`src/rtl/inst_bundle_queue.sv`:
```
`default_nettype none
// ============================================================================
//  Module      : inst_bundle_queue
//  Description : Circular instruction queue between fetch and decode. Accepts
//                up to three fetched instructions per cycle and presents the
//                three oldest entries to the ID stage, which consumes a prefix
//                of them (limited by rollback / stall). Flush squashes all.
//  Revision    : 1.0 - initial release
// ============================================================================
module inst_bundle_queue #(
  parameter int DEPTH = 8
) (
  input  logic                     clock_i,
  input  logic                     reset_i,
  input  logic [1:0]               fetch_count_i,
  input  logic [2:0][31:0]         fetch_inst_i,
  input  logic [2:0][31:0]         fetch_pc_i,
  output logic                     fetch_ready_o,
  input  logic [1:0]               rollback_i,
  input  logic                     stall_i,
  input  logic                     flush_i,
  output logic [2:0]               id_valid_o,
  output logic [2:0][31:0]         id_inst_o,
  output logic [2:0][31:0]         id_pc_o,
  output logic [$clog2(DEPTH):0]   count_o
);

  localparam int          PTR_W = $clog2(DEPTH);
  localparam int          CNT_W = PTR_W + 1;
  localparam logic [31:0] C_NOP = 32'h0000_0013;

  // Storage: no reset, contents only meaningful where count says so
  logic [31:0]      mem_inst_q [DEPTH];
  logic [31:0]      mem_pc_q   [DEPTH];

  logic [PTR_W-1:0] head_q, head_d;
  logic [PTR_W-1:0] tail_q, tail_d;
  logic [CNT_W-1:0] count_q, count_d;
  logic             fetch_ready_q, fetch_ready_d;

  logic [1:0]       n_valid;
  logic [1:0]       room;
  logic [1:0]       pop;
  logic [1:0]       push;
  logic [CNT_W-1:0] free_next;

  logic [PTR_W-1:0] rd_idx [3];
  logic [PTR_W-1:0] wr_idx [3];
  logic [2:0]       way_valid;

  // Per-way read/write addresses and presentation muxing
  for (genvar i = 0; i < 3; i++) begin : g_way
    assign rd_idx[i]     = head_q + PTR_W'(i);
    assign wr_idx[i]     = tail_q + PTR_W'(i);
    assign way_valid[i]  = (count_q > CNT_W'(i)) && !flush_i;
    assign id_inst_o[i]  = way_valid[i] ? mem_inst_q[rd_idx[i]] : C_NOP;
    assign id_pc_o[i]    = way_valid[i] ? mem_pc_q[rd_idx[i]]   : 32'h0;
  end

  assign id_valid_o    = way_valid;
  assign fetch_ready_o = fetch_ready_q;
  assign count_o       = count_q;

  // Push/pop amounts and next-state pointer/occupancy computation
  always_comb begin
    n_valid       = (count_q >= CNT_W'(3)) ? 2'd3 : count_q[1:0];
    room          = 2'd3 - rollback_i;
    pop           = 2'd0;
    push          = 2'd0;
    head_d        = head_q;
    tail_d        = tail_q;
    count_d       = count_q;
    fetch_ready_d = fetch_ready_q;
    free_next     = '0;

    if (!stall_i && !flush_i) begin
      pop = (n_valid < room) ? n_valid : room;
    end
    if (fetch_ready_q && !flush_i) begin
      push = fetch_count_i;
    end

    if (flush_i) begin
      // Flush wins over everything: empty queue, pointers back to zero
      head_d        = '0;
      tail_d        = '0;
      count_d       = '0;
      fetch_ready_d = 1'b1;
    end else begin
      head_d        = head_q + PTR_W'(pop);
      tail_d        = tail_q + PTR_W'(push);
      count_d       = count_q + CNT_W'(push) - CNT_W'(pop);
      free_next     = CNT_W'(DEPTH) - count_d;
      // Ready is registered so fetch sees guaranteed room for a full bundle
      fetch_ready_d = (free_next >= CNT_W'(3));
    end
  end

  // Pointer, occupancy and ready registers with asynchronous reset
  always_ff @(posedge clock_i or posedge reset_i) begin
    if (reset_i) begin
      head_q        <= '0;
      tail_q        <= '0;
      count_q       <= '0;
      fetch_ready_q <= 1'b1;
    end else begin
      head_q        <= head_d;
      tail_q        <= tail_d;
      count_q       <= count_d;
      fetch_ready_q <= fetch_ready_d;
    end
  end

  // Write accepted fetch slots into consecutive entries starting at tail
  always_ff @(posedge clock_i) begin
    for (int j = 0; j < 3; j++) begin
      if (!reset_i && (j < int'(push))) begin
        mem_inst_q[wr_idx[j]] <= fetch_inst_i[j];
        mem_pc_q[wr_idx[j]]   <= fetch_pc_i[j];
      end
    end
  end

endmodule
`default_nettype wire

```
`config.mk`:
```
export PLATFORM = sky130hd
export DESIGN_NAME = inst_bundle_queue
export DESIGN_NICKNAME = d
export VERILOG_FILES = /design/src/rtl/inst_bundle_queue.sv
export SDC_FILE = /design/constraint.sdc
export NUM_CORES = 2
export LEC_CHECK = 0
export CORE_MARGIN = 2
export CORE_UTILIZATION = 60
export CTS_CLUSTER_SIZE = 16
export DETAILED_ROUTE_END_ITERATION = 7
export DONT_BUFFER_PORTS = 1
export PLACE_DENSITY = 0.76
export SETUP_SLACK_MARGIN = 0.4
export SLEW_MARGIN = 10
export SYNTH_ARGS = -nofsm -noshare
export SYNTH_HDL_FRONTEND = slang
export SYNTH_SLANG_ARGS = --single-unit
```
`constraint.sdc`:
```
create_clock -name clock_i -period 15.9 [get_ports clock_i]
set_clock_uncertainty 0.2 [all_clocks]
set_input_delay 0.795 -clock clock_i [delete_from_list [all_inputs] [get_ports clock_i]]
set_output_delay 0.795 -clock clock_i [all_outputs]
set_load 0.01 [all_outputs]
```
Word level (Yosys, flattened, before mapping)
Memories as Yosys holds them, arrays and structs flattened.
Cells that the tools add are included.
{"block": "totals", "regBits": 11, "mem_bits_rw": 512, "inputBits": 200, "output_inout_bits": 200, "elab_cells": 56, "n_memories": 2}
{"block": "op_classes", "add_sub_neg": 10, "n_lt_le_gt_ge": 9, "n_mux": 20, "n_reduce_logical": 11}
{"name": "mem_inst_q", "words": 8, "word_bits": 32, "read_ports": 3, "rd_ports_with_merged_regs": 0, "wr": 3, "line": "33", "text": "logic [31:0] mem_inst_q [DEPTH];"}
{"name": "mem_pc_q", "words": 8, "word_bits": 32, "read_ports": 3, "rd_ports_with_merged_regs": 0, "wr": 3, "line": "34", "text": "logic [31:0] mem_pc_q [DEPTH];"}
{"op": "$mux 32", "n": 6}
{"op": "$ge 4x2->1 const B", "n": 2}
{"op": "$gt 4x1->1 const B", "n": 2}
{"op": "$logic_and 1x1->1", "n": 8}
{"op": "$mux 2", "n": 4}
{"op": "$mux 1", "n": 7}
{"op": "$add 3x1->3 const B", "n": 2}
{"op": "$add 3x2->3", "n": 2}
{"op": "$add 3x2->3 const B", "n": 2}
{"op": "$mux 3", "n": 2}
{"op": "$add 4x2->4", "n": 1}
{"op": "$gt 4x2->1 const B", "n": 1}
{"op": "$lt 1x2->1 const A", "n": 2}
{"op": "$mux 4", "n": 1}
{"op": "$sub 4x2->4", "n": 1}
{"op": "$sub 4x4->4 const A", "n": 1}
{"op": "$logic_not 1->1", "n": 3}
{"op": "$lt 2x2->1", "n": 1}
{"op": "$lt 2x2->1 const A", "n": 1}
{"op": "$sub 2x2->2 const A", "n": 1}

Depth between registers and ports, before layout
{"block": "logic_depth", "depth_word": 9, "ltp_mapped": 14, "ltp_nobuf": 14}

Worst setup path after synthesis
No wires, ideal clock.
{"block": "synth_path", "path_type": "in2reg", "startpoint": "input flush_i", "endpoint": "memory mem_inst_q[4][0], enable pin", "setup_ns": 0.581, "arrival_time_ns": 6.114, "required_time_ns": 15.119, "setup_slack_ns": 9.005, "cell_stages": 3, "n_path_buf": 1, "cell_sequence": "buf_6 > or3b_4 > o31ai_1"}
{"element": "start, declared", "line": "21", "text": "input logic flush_i,"}
{"element": "end, declared", "line": "33"}

==> flow_results.xml <==
<?xml version="1.0" encoding="UTF-8"?>
<metrics>
  <group name="run_status">
    <metric name="outcome" unit="">finished, final reports clean</metric>
  </group>
  <group name="placement">
    <metric name="numPlacedInstances" unit="">3887</metric>
    <metric name="dp_hpwl" unit="mm">75.05</metric>
    <metric name="place.port_buffers" unit="">0</metric>
    <metric name="dp_worst_setup_slack" unit="ps">11000</metric>
    <metric name="routabilityCongestion" unit="">0.8770</metric>
    <metric name="dpl-instance-area" unit="mm2">0.03830</metric>
  </group>
  <group name="yosys">
    <metric name="ff_latch_count_synth" unit="">523</metric>
    <metric name="ffs_w_async_s_r_synth" unit="">0.02103</metric>
    <metric name="synth_area" unit="mm2">0.03905</metric>
    <metric name="synth_top_cell_area_share" unit="">0.3937</metric>
    <metric name="synth_top_cell_by_area" unit="">edfxtp_1</metric>
    <metric name="synth-edff-count" unit="">512</metric>
    <metric name="synth_net_count" unit="">3685</metric>
    <metric name="synth_cell_types" unit="">47</metric>
    <metric name="synth.top_cells.by_area" unit="">edfxtp_1, mux4_2, mux2i_1</metric>
    <metric name="synth_seq_area_share" unit="">0.4007</metric>
    <metric name="synth.yosys.warnings" unit="">0</metric>
    <metric name="postSynthAreaPerCell" unit="um2">11.26</metric>
    <metric name="netlist_instances" unit="">3469</metric>
    <metric name="synth_top_flop_cell" unit="">edfxtp_1</metric>
  </group>
  <group name="setup_path">
    <metric name="cp_data_arrival_time" unit="ps">4630</metric>
    <metric name="crit_path_max_fanout" unit="">69</metric>
    <metric name="critPathKind" unit="">reg2out</metric>
    <metric name="critPathLaunchType" unit="">register</metric>
    <metric name="critical_path.endpoint_type" unit="">primary output</metric>
    <metric name="crit_required" unit="ps">14910</metric>
  </group>
  <group name="final_layout">
    <metric name="final_net_count" unit="">3307</metric>
    <metric name="count_of_placed_standard_cells_in_the_final_layout_fillers_left_out" unit="">3993</metric>
    <metric name="drive_gt1_frac" unit="">0.1663</metric>
    <metric name="finish.utilization" unit="">0.6243</metric>
    <metric name="num-fill-cells" unit="">4830</metric>
    <metric name="insertedDiodeCount" unit="">0</metric>
    <metric name="finish.instance_area" unit="mm2">0.04017</metric>
    <metric name="syn_to_final_growth" unit="%">2.861</metric>
  </group>
  <group name="worst_hold_path">
    <metric name="timing.hold.worst.class" unit="">in2reg</metric>
  </group>
  <group name="timing">
    <metric name="finalCriticalPeriod" unit="ps">5622</metric>
    <metric name="max-slew-margin-rel" unit="">0.1824</metric>
    <metric name="max_freq" unit="MHz">177.9</metric>
    <metric name="setup_total_negative_slack" unit="ps">0</metric>
    <metric name="timing.final.setup_violations" unit="">0</metric>
    <metric name="timing.final.crit_share" unit="">0.3536</metric>
    <metric name="finalHoldWorstSlack" unit="ps">22.29</metric>
    <metric name="finalHoldViolations" unit="">0</metric>
    <metric name="grt_setup_unrepaired" unit="">false</metric>
    <metric name="final-max-slew-violation-count" unit="">0</metric>
    <metric name="setup_slack" unit="ps">10280</metric>
    <metric name="tightest_slew" unit="ps">1226</metric>
  </group>
  <group name="routing">
    <metric name="route.detailed.vias_per_inst" unit="">7.399</metric>
    <metric name="detail_route.first_pass.iterations" unit="">8</metric>
    <metric name="final_antenna_net_count" unit="">0</metric>
    <metric name="wl" unit="mm">128.2</metric>
    <metric name="dr.first_iter.drc_count" unit="">4110</metric>
    <metric name="route.detailed.wl_per_inst" unit="um">32.11</metric>
    <metric name="dr_total_vias" unit="">29550</metric>
    <metric name="post-route-drc-count" unit="">0</metric>
  </group>
  <group name="grt">
    <metric name="grt_usage" unit="">0.3764</metric>
    <metric name="maximum_number_of_pins_on_one_net_before_global_route_repair" unit="">159</metric>
    <metric name="grt_pass1_wl" unit="mm">187.3</metric>
    <metric name="antenna_violations_before_repair" unit="">1</metric>
    <metric name="number_of_global_route_vias_before_repair" unit="">29640</metric>
    <metric name="grt_overflow_total" unit="">0</metric>
  </group>
  <group name="cts">
    <metric name="clock_tree.htree_level_count" unit="">2</metric>
    <metric name="tritoncts" unit="">done</metric>
    <metric name="post_cts_resized" unit="">0</metric>
    <metric name="clk_root_buffer_cell" unit="">clkbuf_16</metric>
    <metric name="clk_path_buf_depth" unit="">3</metric>
    <metric name="cts_made_buffers" unit="">56</metric>
    <metric name="clk_latency" unit="ps">630</metric>
    <metric name="cts.sinks" unit="">523</metric>
    <metric name="clk_pin_slew" unit="ps">60</metric>
  </group>
  <group name="die">
    <metric name="initial_utilization" unit="">0.6069</metric>
    <metric name="num_rows" unit="">93</metric>
    <metric name="design.die.area" unit="mm2">0.06715</metric>
    <metric name="chipWidth" unit="um">259.1</metric>
    <metric name="chipHeight" unit="um">259.1</metric>
    <metric name="io_pins" unit="">400</metric>
    <metric name="core_area" unit="mm2">0.06435</metric>
  </group>
  <group name="pwr">
    <metric name="vdd.ir_drop.worst" unit="uV">112.4</metric>
    <metric name="power_per_cell_area" unit="mW/mm2">108.5</metric>
    <metric name="total_leakage_power" unit="nW">14.93</metric>
    <metric name="finalPower" unit="mW">4.357</metric>
  </group>
  <group name="run">
    <metric name="drv.max_cap_violation_count" unit="">0</metric>
  </group>
</metrics>
## worst max-delay path, stage by stage, from the launching register on
cell	delay, ps
dfrtp_4	1050
ha_4	1010
buf_4	890
mux4_2	360
nand2_1	50
a21oi_1	560
## synth_stat cells (2+ instances only)
master    number
buf_2        208
o21ai_1       40
buf_4         61
clkbuf_2       8
nor3b_1        3
dfrtp_1       10
nor3_2         2
ha_1          12
nand3_1        7
fa_1           4
nor2b_1        8
xnor2_1        6
and3b_1        2
nand2_1      462
and4_1         3
clkbuf_1     186
o31ai_1        3
mux4_2       349
a21o_1         2
nand4b_1       3
xor2_1         2
nor2_1       324
nand2b_1       2
a21oi_1      257
buf_12         6
and3_1         2
nand4_1        5
buf_6          7
buf_1         17
mux2i_1      640
o21ai_0      286
edfxtp_1     512
inv_1         16
## cell families after synthesis
logic type               share of synthesized area
buffers and inverters                      0.06574
XOR/XNOR                                  0.001794
adder cells (fa/ha/maj)                   0.005895
multiplexers                                0.3656
flip-flops                                  0.4007
AND/OR/NAND/NOR                            0.08352
AO/OA/AOI/OAI                              0.07673
## state kept, by name (all words and copies together), names as in the netlist
| signal | cells |
|---|---|
| head_q | 3 |
| tail_q | 3 |
| mem_pc_q | 256 |
| fetch_ready_o | 1 |
| count_o | 4 |
| mem_inst_q | 256 |
## layout make-up
class	count	area (um2)	share of cell area
flip-flops and latches	523	15660	0.3899
repair buffers	58	450.4	0.01121
multi-input cells	2436	21070	0.5244
clock inverters	41	410.4	0.01022
well taps	855	1070	0.02663
inverters	16	60.06	0.001495
clock buffers	64	1453	0.03616
## what timing repair did
item,in CTS,in global routing
endpoints found under the hold margin,10,0
setup buffers,0,0
hold buffers,1,0
## final timing paths
path | from | slack [ps] | cells past startpoint | end
max in group asynchronous | reset_i | 14650 | 2 | head_q[0]
worst min-delay path | flush_i | 20 | 1 | count_o[0]
worst max-delay path | head_q[0] | 10280 | 5 | id_inst_o[63]
min in group asynchronous | reset_i | 450 | 2 | tail_q[2]
worst min register to register | tail_q[2] | 600 | 2 | tail_q[2]
worst max register to register | count_o[2] | 11470 | 14 | fetch_ready_o
## report_power, final
part | leakage, nW | switching [mW] | internal, mW
clock network | 0.887 | 0.584 | 0.758
logic | 9.28 | 0.803 | 0.559
registers | 4.77 | 0.0647 | 1.59
total | 14.9 | 1.45 | 2.91
## metal layers
layer / track usage / wire, um / share of wire / vias up
li1: - / - / - / 12100
met3: 0.1309 / 19460 / 0.15 / 653
met1: 0.4455 / 40770 / 0.32 / 14360
met5: 0 / 11 / 0.000086 / -
met4: 0.2198 / 8613 / 0.067 / 2
met2: 0.5989 / 59370 / 0.46 / 2430
## layout by cell type (no fill, tap or decap), drive strengths merged, types with 10 or more instances in the layout
cell type	netlist	layout
ha	12	12
o21ai	326	326
buf	299	57
a21oi	257	257
nor2	324	324
clkbuf	195	64
edfxtp	512	512
mux4	349	349
inv	16	19
clkinv	0	24
mux2i	640	640
nand2	462	462
dfrtp	10	10
Note: power is estimated with default switching activity, not from simulation.
